--- config.mk ---
export PLATFORM = sky130hd
export DESIGN_NAME = uart_tx_queue
export DESIGN_NICKNAME = d
export VERILOG_FILES = /design/src/rtl/uart_tx_queue.sv
export SDC_FILE = /design/constraint.sdc
export NUM_CORES = 1
export LEC_CHECK = 0
export BUFFER_PORTS_ARGS = -buffer_cell sky130_fd_sc_hd__buf_2
export CORE_UTILIZATION = 45
export CTS_CLUSTER_SIZE = 30
export DETAILED_ROUTE_END_ITERATION = 10
export SYNTH_ARGS = -nofsm -noshare
export SYNTH_HDL_FRONTEND = slang
export SYNTH_SLANG_ARGS = --single-unit
--- constraint.sdc ---
create_clock -name clk -period 6.2 [get_ports clk]
set_input_delay 0.62 -clock clk [delete_from_list [all_inputs] [get_ports clk]]
set_output_delay 0.62 -clock clk [all_outputs]
set_load 0.05 [all_outputs]
--- src/rtl/uart_tx_queue.sv ---
// Byte FIFO and start sequencer feeding a UART transmitter: one byte per o_tx_str, next launch after tx-done.
// Define UART_TXQ_TIMEOUT_EN to abort a SEND that waits TIMEOUT_CYC cycles for tx-done (sets o_err[1]).
module uart_tx_queue #(
    parameter int DEPTH       = 16,
    parameter int TIMEOUT_CYC = 200000
) (
    input  logic                     clk,
    input  logic                     rst,
    input  logic                     i_wr_valid,
    input  logic [7:0]               i_wr_data,
    output logic                     o_wr_ready,
    output logic [7:0]               o_tx_data,
    output logic                     o_tx_str,
    input  logic                     i_tx_done,
    input  logic                     i_tx_er,
    output logic [$clog2(DEPTH):0]   o_count,
    output logic                     o_busy,
    output logic [1:0]               o_err,
    input  logic                     i_err_clr
);
    localparam int AW = $clog2(DEPTH);

    generate
        if (DEPTH < 2 || (DEPTH & (DEPTH - 1)) != 0 || TIMEOUT_CYC < 1) begin : g_bad_param
            $error("uart_tx_queue: DEPTH must be a power of 2 >= 2 and TIMEOUT_CYC >= 1");
        end
    endgenerate

    typedef enum logic [1:0] {ST_IDLE, ST_LOAD, ST_SEND, ST_GAP} state_t;

    state_t        state_reg;
    logic [7:0]    mem [DEPTH];
    logic [AW-1:0] wr_ptr_reg, rd_ptr_reg;
    logic [AW:0]   count_reg;
    logic [7:0]    tx_data_reg;
    logic          tx_str_reg;
    logic [1:0]    err_reg, err_set;
    logic          done_s1_reg, done_s2_reg, done_s3_reg;
    logic          er_s1_reg, er_s2_reg;
    logic          push, pop, done_rise, tmo_hit;

    assign o_wr_ready = (count_reg != (AW + 1)'(DEPTH));
    assign push       = i_wr_valid & o_wr_ready;
    assign pop        = (state_reg == ST_LOAD);
    assign done_rise  = done_s2_reg & ~done_s3_reg;

    assign o_tx_data  = tx_data_reg;
    assign o_tx_str   = tx_str_reg;
    assign o_count    = count_reg;
    assign o_busy     = (state_reg != ST_IDLE);
    assign o_err      = err_reg;

`ifdef UART_TXQ_TIMEOUT_EN
    logic [31:0] tmo_cnt_reg;

    assign tmo_hit = (state_reg == ST_SEND) && (tmo_cnt_reg == 32'(TIMEOUT_CYC - 1));

    always_ff @(posedge clk or negedge rst) begin
        if (!rst) begin
            tmo_cnt_reg <= '0;
        end else if (state_reg == ST_LOAD) begin
            tmo_cnt_reg <= '0;
        end else if (state_reg == ST_SEND) begin
            tmo_cnt_reg <= tmo_cnt_reg + 32'd1;
        end
    end
`else
    assign tmo_hit = 1'b0;
`endif

    // A real tx-done wins over a simultaneous timeout, so the byte is not reported lost.
    always_comb begin
        err_set = 2'b00;
        if (state_reg == ST_SEND) begin
            if (done_rise)
                err_set[0] = er_s2_reg;
            else if (tmo_hit)
                err_set[1] = 1'b1;
        end
    end

    // Storage is left unreset so it maps onto block RAM; the pointers alone define contents.
    always_ff @(posedge clk) begin
        if (push)
            mem[wr_ptr_reg] <= i_wr_data;
    end

    always_ff @(posedge clk or negedge rst) begin
        if (!rst) begin
            state_reg   <= ST_IDLE;
            wr_ptr_reg  <= '0;
            rd_ptr_reg  <= '0;
            count_reg   <= '0;
            tx_data_reg <= 8'h00;
            tx_str_reg  <= 1'b0;
            err_reg     <= 2'b00;
            done_s1_reg <= 1'b0;
            done_s2_reg <= 1'b0;
            done_s3_reg <= 1'b0;
            er_s1_reg   <= 1'b0;
            er_s2_reg   <= 1'b0;
        end else begin
            done_s1_reg <= i_tx_done;
            done_s2_reg <= done_s1_reg;
            done_s3_reg <= done_s2_reg;
            er_s1_reg   <= i_tx_er;
            er_s2_reg   <= er_s1_reg;

            if (push)
                wr_ptr_reg <= wr_ptr_reg + 1'b1;
            if (pop)
                rd_ptr_reg <= rd_ptr_reg + 1'b1;
            case ({push, pop})
                2'b10:   count_reg <= count_reg + 1'b1;
                2'b01:   count_reg <= count_reg - 1'b1;
                default: count_reg <= count_reg;
            endcase

            err_reg <= (err_reg & ~{2{i_err_clr}}) | err_set;

            case (state_reg)
                ST_IDLE: begin
                    if (count_reg != '0)
                        state_reg <= ST_LOAD;
                end
                ST_LOAD: begin
                    tx_data_reg <= mem[rd_ptr_reg];
                    tx_str_reg  <= 1'b1;
                    state_reg   <= ST_SEND;
                end
                ST_SEND: begin
                    if (done_rise || tmo_hit) begin
                        tx_str_reg <= 1'b0;
                        state_reg  <= ST_GAP;
                    end
                end
                ST_GAP: begin
                    if (!done_s2_reg)
                        state_reg <= ST_IDLE;
                end
                default: state_reg <= ST_IDLE;
            endcase
        end
    end
endmodule

==> run metrics, run 1 <==
DIE HEIGHT=121 um; die width=121 um; Async SR Flop Fraction=0.195; status=complete, no violations; CP endpoint kind=flip-flop; register area share after synthesis=0.719; cts bufs inserted=17; Yosys cell types=36; CTS root buffer=clkbuf_16; CTS sink count=159; vias in the first global route=3278; Initial Util=0.463; GR peak layer=met2; Slowest cell on crit path=nor4_1; # setup viols final=0; # rows=43; worst min path class=input port to asynchronous set/reset pin; Final period util=0.457; critical path data arrival time=3.17 ns; register area=0.00462 mm^2; Worst-Skew Late Latency=0.42 ns; most common cell in the netlist=edfxtp_1; RR Startpoint=o_count[1]; R2R Path End=o_count[4]; reg2reg path depth=10; switching share of total power=0.331; hold buffers post-CTS=0; Worst-path clk slew=0.06 ns; layout cells sized above 1=0.231; EDFF count, synth=128; total negative slack=0 ns; RePlAce Congestion=0.805; Core ar.=0.0139 mm^2; Synth Area in Adders=0.0273; clock network power share=0.285; Post-Synth Simple-Gate Area=0.0355; Layout fillers=1129; top post-synthesis cells by area=edfxtp_1, dfrtp_1, mux4_1, mux4_2, ha_1; Psw=1.19 mW; WL/cell=21.1 um; Max-slew headroom=0.353; met3 Resource Use GR=0.0489; Worst Path Required=6.54 ns; Area Growth Syn to Fin=13.8%; max-cap violations=0; CP max stage delay=0.58 ns; Tmin final=2.84 ns; nets=404; GR Overflow Total=0; Post-Place Cells=537; Seq cells post-synth=159; antenna violations before repair=0; average cell area after synthesis=18.9 um^2; die area=0.0148 mm^2; post-route ant nets=0; Critical Path Source=o_count[1]; Worst Tran Pin Value=0.966 ns; complex-gate fraction of the synthesized area=0.0392; TritonRoute pass-1 iters=4; Port Buf Inserts=31; starting DRC count in detailed routing=204; Vias/cell=5.53; Synth top area share=0.599; Syn Nets=368; post-CTS resize count=0; Hold Fails Final Rpt=0; Worst Setup EP=o_count[4]; M1 GR Usage=0.224; Multi-input gate area=0.00167 mm^2; post-synthesis mux area share=0.140; Post-route DRC=0; critical path, cell by cell=nor4_1 > a21boi_2 > inv_1 > ha_1 > xor2_1 > ha_1 > o21a_1 > o21a_1 > o32ai_1 > xor2_1; Final Slew Violations=0; GRT Util Overall=0.180; Setup Buffers After CTS=0; largest net degree at the start of global routing=35; Main synth FF type=edfxtp_1; Comb pwr share=0.310; fin cells=569; commonest cells in the netlist=edfxtp_1, dfrtp_1, mux4_1; mapped cell area=0.00642 mm^2; grt met2 use=0.297; HPWL Detailed=7.59 mm; warnings from Yosys=0; DR vias=3147; Antenna Cells=0; H-tree levels=4; first-pass GRT wire length=18.6 mm; largest reg by FF count=mem; register share of total power=0.406; Clock Skews=0.00671 ns; xor and xnor fraction of the mapped netlist area=0.0164; CP Class=flip-flop to flip-flop; r2r setup slk=3.36 ns; crit-path max FO=9; Setup crit start kind=flip-flop; max reg flops=128; Synth Instances=340; RSZ-0062 raised after global routing=no; Peak Freq=353 MHz; final WL=12.0 mm; Pint=2.40 mW; P_leak=2.58 nW; pwr/cell area=492 mW/mm^2; main combinational cell family by area after synthesis=multiplexers; Peak VDD IR=0.237 mV; largest area contributor in the netlist=edfxtp_1; TritonCTS clock tree=built; Clock Path Buffers=2; io pins=32
kinds of logic (layout without fill, tap and decap cells):
kind of cell	Yosys count	after routing
and+or+nand+nor	47	47
buffers and inverters	25	74
muxes	42	42
AOI/OAI and AO/OA	41	41
DFF	159	159
adders and majority gates	14	14
xor gates and xnor gates	12	12
cells in the final DEF, fill, tap and decap left out, types with 6 or more instances in the layout:
master / instances
mux4_1: 18
xor2_1: 6
xnor2_1: 6
nand2_1: 12
edfxtp_1: 128
dfrtp_1: 31
mux2_2: 10
nor2_1: 15
a21oi_1: 11
ha_1: 14
mux4_2: 14
o22ai_1: 17
buf_2: 31
o21ai_0: 6
clkbuf_16: 17
inv_1: 7
through the flow:
stage	hold WS (ns)	util	power [mW]	setup slack (ns)	area (um^2)
2_1_floorplan	0.324	-	2.34	3.28	6420
6_report	0.244	0.526	3.59	3.36	7310
5_1_grt	0.290	0.526	3.76	3.13	7310
3_5_place_dp	0.344	0.485	2.61	3.32	6730
3_3_place_gp	0.343	0.485	2.58	3.43	6730
4_1_cts	0.256	0.526	3.63	3.29	7310
worst max-delay path, delay by kind of cell (launching register included):
family / cells / cell delay, ns
XOR/XNOR: 2 / 0.30
AO/OA/AOI/OAI: 4 / 0.74
flip-flops: 1 / 0.46
buffers and inverters: 1 / 0.13
AND/OR/NAND/NOR: 1 / 0.58
adder cells (fa/ha/maj): 2 / 0.54
metal layers:
layer	share of wire	routed length (um)
met1	0.44	5260
met2	0.50	5980
met3	0.043	512
met4	0.019	223
met5	0	0
final cells by class:
cell class	count	share of cell area
repair buffers	35	0.0253
multi-input cells	156	0.229
well taps	180	0.0308
clock buffers	20	0.0598
flip-flops and latches	159	0.632
clock inverters	12	0.0195
inverters	7	0.00360
power groups by stage:
stage,clock network [mW],logic [mW],registers (mW)
2_1_floorplan,0,0.766,1.57
4_1_cts,1.04,1.13,1.46
5_1_grt,1.08,1.20,1.48
3_3_place_gp,0,1.10,1.47
3_5_place_dp,0,1.12,1.48
6_report,1.02,1.11,1.46
worst min-delay path by stage:
stage / cells past startpoint / to / startpoint
after floorplan: 0 / done_s1_reg / rst
after global placement: 0 / done_s2_reg / done_s1_reg
after detailed placement: 0 / done_s2_reg / done_s1_reg
after CTS: 1 / o_count[2] / rst
after global routing: 1 / o_count[2] / rst
final: 1 / o_count[4] / rst
No activity file was read; power rests on OpenSTA's default activity.
==> run 2: changes to the inputs <==
ABC_AREA = 1   (was default)
clock period = 2.9 ns   (was 6.2 ns; I/O delays follow)
==> run metrics, run 2 <==
max reg flops=128 (unchanged); CTS root buffer=clkbuf_16; most common cell in the netlist=nand2_1; most frequent cells in the layout=nand2_1, edfxtp_1, nand3_1; Synth Instances=607 (+79%); final WL=14.7 mm (+22%); # rows=44 (+2.3%); HPWL Detailed=9.28 mm (+22%); Max-slew headroom=0.304 (-0.0494); largest net degree at the start of global routing=68 (+94%); post-CTS resize count=0 (unchanged); Post-route DRC=0 (unchanged); CTS sink count=159 (unchanged); Yosys cell types=24 (-33%); mapped cell area=0.00672 mm^2 (+4.6%); Synth top area share=0.572 (-0.0262); Setup Buffers After CTS=0 (unchanged); DR vias=4466 (+42%); die area=0.0154 mm^2 (+4.5%); Final period util=0.779 (+0.321); critical path data arrival time=2.63 ns (-0.54 ns); pwr/cell area=1090 mW/mm^2 (+120%); GRT Util Overall=0.210 (+0.0302); status=complete, no violations; CP endpoint kind=flip-flop; Async SR Flop Fraction=0.195 (unchanged); Worst Tran Pin Value=1.04 ns (+0.0697 ns); largest area contributor in the netlist=edfxtp_1; most common cell after layout, fill and taps aside=nand2_1; hold buffers post-CTS=3 (+3); final core occ=0.538 (+0.0113); Clock Skews=0.00515 ns (-0.00156 ns); Initial Util=0.462 (-0.000557); H-tree levels=4 (unchanged); crit-path max FO=5 (-4); Antenna Cells=0 (unchanged); warnings from Yosys=0 (unchanged); Clock Path Buffers=2 (unchanged); cts bufs inserted=17 (unchanged); average cell area after synthesis=11.1 um^2 (-41%); Worst-path clk slew=0.06 ns (about the same); Peak Freq=443 MHz (+26%); max-cap violations=0 (unchanged); io pins=32 (unchanged); Area Growth Syn to Fin=16.4%; Main synth FF type=edfxtp_1; Core ar.=0.0145 mm^2 (+4.7%); TritonCTS clock tree=built; Final Slew Violations=0 (unchanged); Tmin final=2.26 ns (-0.578 ns); RePlAce Congestion=0.849 (+5.4%); layout cells sized above 1=0.128 (-0.103); antenna violations before repair=0 (unchanged); Seq cells post-synth=159 (unchanged); Worst Path Required=3.27 ns (-3.27 ns); DIE HEIGHT=124 um (+2.2%); EDFF count, synth=128 (unchanged); die width=124 um (+2.2%); CP Class=flip-flop to flip-flop; TritonRoute pass-1 iters=5 (+1); Port Buf Inserts=31 (unchanged); Tot Pwr=8.49 mW (+140%); WL/cell=17.2 um (-18%); reg2reg path depth=13 (+3); Worst-Skew Late Latency=0.42 ns (about the same); first-pass GRT wire length=23.2 mm (+25%); Hold Fails Final Rpt=0 (unchanged); GR Overflow Total=0 (unchanged); worst min path class=input port to flip-flop; nets=685 (+70%); post-route ant nets=0 (unchanged); Syn Nets=635 (+73%); top post-synthesis cells by area=edfxtp_1, nand2_1, dfrtp_1, nand3_1, ha_1; total negative slack=0 ns (unchanged); Post-Place Cells=819 (+53%); Vias/cell=5.23 (-5.4%); vias in the first global route=4292 (+31%); RSZ-0062 raised after global routing=no; Hold Path Depth=2; commonest cells in the netlist=nand2_1, edfxtp_1, nand3_1; P_leak=3.21 nW (+24%); # setup viols final=0 (unchanged); Setup crit start kind=flip-flop; Peak VDD IR=0.484 mV (+100%); fin cells=854 (+50%); starting DRC count in detailed routing=459 (+130%); largest reg by FF count=mem; register area share after synthesis=0.688 (-0.0315)
## run 2: cell count changes in the layout (fill, tap and decap cells not counted), moves of 12 or more
cell | previous run | this run
mux4_2 | 14 | 0
inv_1 | 7 | 25
o22ai_1 | 17 | 0
nor2_1 | 15 | 3
nor3_1 | 2 | 16
nand3_1 | 0 | 103
buf_4 | 4 | 23
nand2_1 | 12 | 233
mux4_1 | 18 | 0
## run 2: cells by family (layout without fill, tap and decap cells)
group / after synthesis / in the layout / synth area share
simple gates: 359 / 359 / 0.225
xor+xnor: 9 / 9 / 0.0117
fa+ha+maj: 14 / 14 / 0.0261
flops: 159 / 159 / 0.688
compound gates: 11 / 11 / 0.00932
buf+inv: 55 / 118 / 0.0397
## run 2: per-layer routing
layer,up-vias,global-route usage,share of wire
met5,-,0,0
met4,0,0.0945,0.022
met3,23,0.0417,0.050
met2,114,0.322,0.47
met1,2166,0.290,0.45
li1,2163,-,-
## run 2: layout make-up
cell class	count	area (um^2)
clock buffer	19	433
clock inverter	13	218
fill	1288	6720
inverter	28	105
multi-input combinational	393	1830
sequential	159	4620
tap	184	230
timing repair buffer	58	378
## run 2: worst paths after layout
check,startpoint,endpoint,slack (ns)
setup / recovery,o_count[2],o_count[4],0.64
hold / removal,i_err_clr,o_err[1],0.02
setup reg to reg,o_count[2],o_count[4],0.64
hold reg to reg,done_s1_reg,done_s2_reg,0.35
max in group asynchronous,rst,rd_ptr_reg[0],1.96
min in group asynchronous,rst,o_tx_data[2],0.45
## run 2: metrics by stage
stage | worst slack (ns) | hold slack, ns | area (um^2)
after floorplan | 0.0983 | -0.00559 | 6720
after global placement | 0.780 | 0.332 | 7130
after detailed placement | 0.665 | 0.337 | 7130
after CTS | 0.642 | 0.00366 | 7810
after global routing | 0.388 | 0.0356 | 7810
final | 0.642 | 0.0230 | 7810
## run 2: where the power goes
group / internal [mW] / total, mW / switching (mW)
Sequential: 2.80 / 2.99 / 0.188
Clock: 1.60 / 2.45 / 0.848
Combinational: 0.874 / 3.05 / 2.17
## run 2: critical path: stages (launching register included)
cell and delay [ns]:
dfrtp_1 0.42, nor4_2 0.35, nand2_1 0.13, nand2_2 0.09, ha_1 0.25, xor2_1 0.23, ha_1 0.18, inv_1 0.04
nand2_1 0.09, nand3_1 0.08, nand2_1 0.08, xor2_1 0.14, nand2_1 0.06, nand2_1 0.05
==> run 3: changes to the inputs <==
clock period = 2.2 ns   (was 2.9 ns; I/O delays follow)
==> run metrics, run 3 (synthesized netlist as in run 2, its figures left out) <==
Peak Freq=467 MHz (+5.6%); Final Slew Violations=0 (unchanged); largest net degree at the start of global routing=68 (unchanged); DIE HEIGHT=124 um (unchanged); antenna violations before repair=0 (unchanged); layout cells sized above 1=0.157 (+0.0286); Worst Tran Pin Value=1.01 ns (-0.0280 ns); RSZ-0062 raised after global routing=yes; TritonCTS clock tree=built; Critical Path Source=o_count[2]; post-route ant nets=0 (unchanged); fin area=0.00783 mm^2 (+0.22%); M1 GR Usage=0.272 (-0.0189); RePlAce Congestion=0.764 (-9.9%); Clock Path Buffers=2 (unchanged); Clock Skews=0.0110 ns (+0.00585 ns); worst min path class=input port to flip-flop; CTS root buffer=clkbuf_16; Setup WS pre-CTS=0.00888 ns (-0.656 ns); reg2reg path depth=13 (unchanged); CTS sink count=159 (unchanged); GR peak layer=met2; cts bufs inserted=17 (unchanged); TritonRoute pass-1 iters=5 (unchanged); Max-slew headroom=0.323 (+0.0188); R2R Path End=o_count[4]; CP Class=flip-flop to flip-flop; starting DRC count in detailed routing=387 (-16%); met3 Resource Use GR=0.0545 (+0.0128); HPWL Detailed=9.09 mm (-2.1%); Initial Util=0.462 (unchanged); Final period util=0.972 (+0.194); r2r setup slk=0.06 ns (-0.58 ns); H-tree levels=4 (unchanged); Hold Fails Final Rpt=0 (unchanged); DR vias=4447 (-0.43%); Cell Area, Placed=0.00713 mm^2 (about the same); vias in the first global route=4319 (+0.63%); most common cell after layout, fill and taps aside=nand2_1; Hold Startpoint=i_wr_data[0]; Multi-input gate area=0.00194 mm^2 (+5.9%); # rows=44 (unchanged); CP endpoint kind=flip-flop; max-cap violations=0 (unchanged); Vias/cell=5.21 (-0.31%); Core ar.=0.0145 mm^2 (unchanged); max reg flops=128 (unchanged); WL/cell=17.1 um (-0.43%); GR Overflow Total=0 (unchanged); first-pass GRT wire length=22.9 mm (-1.4%); Peak VDD IR=0.782 mV (+62%); Slowest cell on crit path=dfrtp_2; pwr/cell area=1390 mW/mm^2 (+28%); Worst Path Required=2.55 ns (-0.72 ns); Antenna Cells=0 (unchanged); final worst-path setup slack=0.0609 ns (-0.581 ns); crit-path max FO=6 (+1); Setup crit start kind=flip-flop; critical path data arrival time=2.49 ns (-0.14 ns); Worst Setup EP=o_count[4]; GRT Util Overall=0.209 (-0.00145); # setup viols final=0 (unchanged); die width=124 um (unchanged); Worst-Skew Late Latency=0.42 ns (about the same); Tmin final=2.14 ns (-0.119 ns); grt met2 use=0.335 (+0.0131); P_leak=3.16 nW (-1.4%); RR Startpoint=o_count[2]; die area=0.0154 mm^2 (unchanged); Layout fillers=1268 (-1.6%); io pins=32 (unchanged); status=complete, no violations; Port Buf Inserts=31 (unchanged); critical path, cell by cell=nor4_4 > nand2_4 > nand2_8 > ha_4 > xor2_2 > ha_2 > inv_2 > nand2_4 > nand3_2 > nand2_2 > xor2_1 > nand2_1 > nand2_1; CP max stage delay=0.44 ns (+0.02 ns); Worst-path clk slew=0.06 ns (about the same); Tot Pwr=10.9 mW (+28%); nets=684 (-0.15%); register area=0.00463 mm^2 (+0.11%); Area Growth Syn to Fin=16.6%; most frequent cells in the layout=nand2_1, edfxtp_1, nand3_1; largest reg by FF count=mem; Post-route DRC=0 (unchanged); final WL=14.6 mm (-0.55%)
## run 3: changes by cell type in the layout (fill, tap and decap cells not counted), moves of 2 or more
cell,previous run,this run
nand2_1,233,230
nand2_4,0,2
dfrtp_1,30,26
clkbuf_1,2,4
dfrtp_2,1,5
clkinv_1,5,2
ha_1,14,12
nor3_2,0,8
clkinvlp_4,1,3
buf_4,23,20
nor3_1,16,8
bufinv_16,6,0
clkbuf_8,0,2
## run 3: what timing repair did
action | CTS | global route
resized for setup | 2 | 15
hold buffers | 4 | 0
endpoints found under the hold margin | 35 | 0
pin swaps | 1 | 8
buffers inserted | 1 | 4
setup endpoints to repair | 1 | 59
## run 3: layout make-up
type | count | area share
well taps | 184 | 0.0294
repair buffers | 57 | 0.0492
clock buffers | 24 | 0.0629
inverters | 28 | 0.0134
multi-input cells | 393 | 0.247
clock inverters | 8 | 0.00703
flip-flops and latches | 159 | 0.591
## run 3: critical path, delay by kind of cell (launching register included)
kind,cells,cell delay [ns]
and+or+nand+nor,8,0.91
DFF,1,0.44
adders and majority gates,2,0.35
xor gates and xnor gates,2,0.31
buffers and inverters,1,0.04
## run 3: how the worst min path moves through the flow
stage	cells past startpoint	slack [ns]	end
finish	1	0.22	mem[11][0]
global route	1	0.20	mem[8][4]
CTS	1	0.20	mem[6][4]
detailed placement	1	0.33	o_tx_data[2]
global placement	1	0.30	o_tx_data[5]
floorplan	0	-0.08	done_s1_reg
## run 3: through the flow
stage | cells | hold slack [ns] | utilization | TNS, ns
finish | 853 | 0.224 | 0.539 | 0
global route | 853 | 0.201 | 0.539 | -0.0988
CTS | 849 | 0.203 | 0.533 | 0
detailed placement | 812 | 0.325 | 0.491 | 0
global placement | 812 | 0.298 | 0.491 | 0
floorplan | 607 | -0.0756 | - | -0.272
## run 3: report_power, final
part,leakage (nW),switching [mW],internal (mW)
logic,1.37,2.97,1.24
clock network,0.262,1.12,1.57
registers,1.53,0.258,3.70
## run 3: layer usage
layer,up-vias,part of all wire
met5,-,0
met4,0,0.023
met3,29,0.049
met2,107,0.48
met1,2156,0.45
li1,2155,-
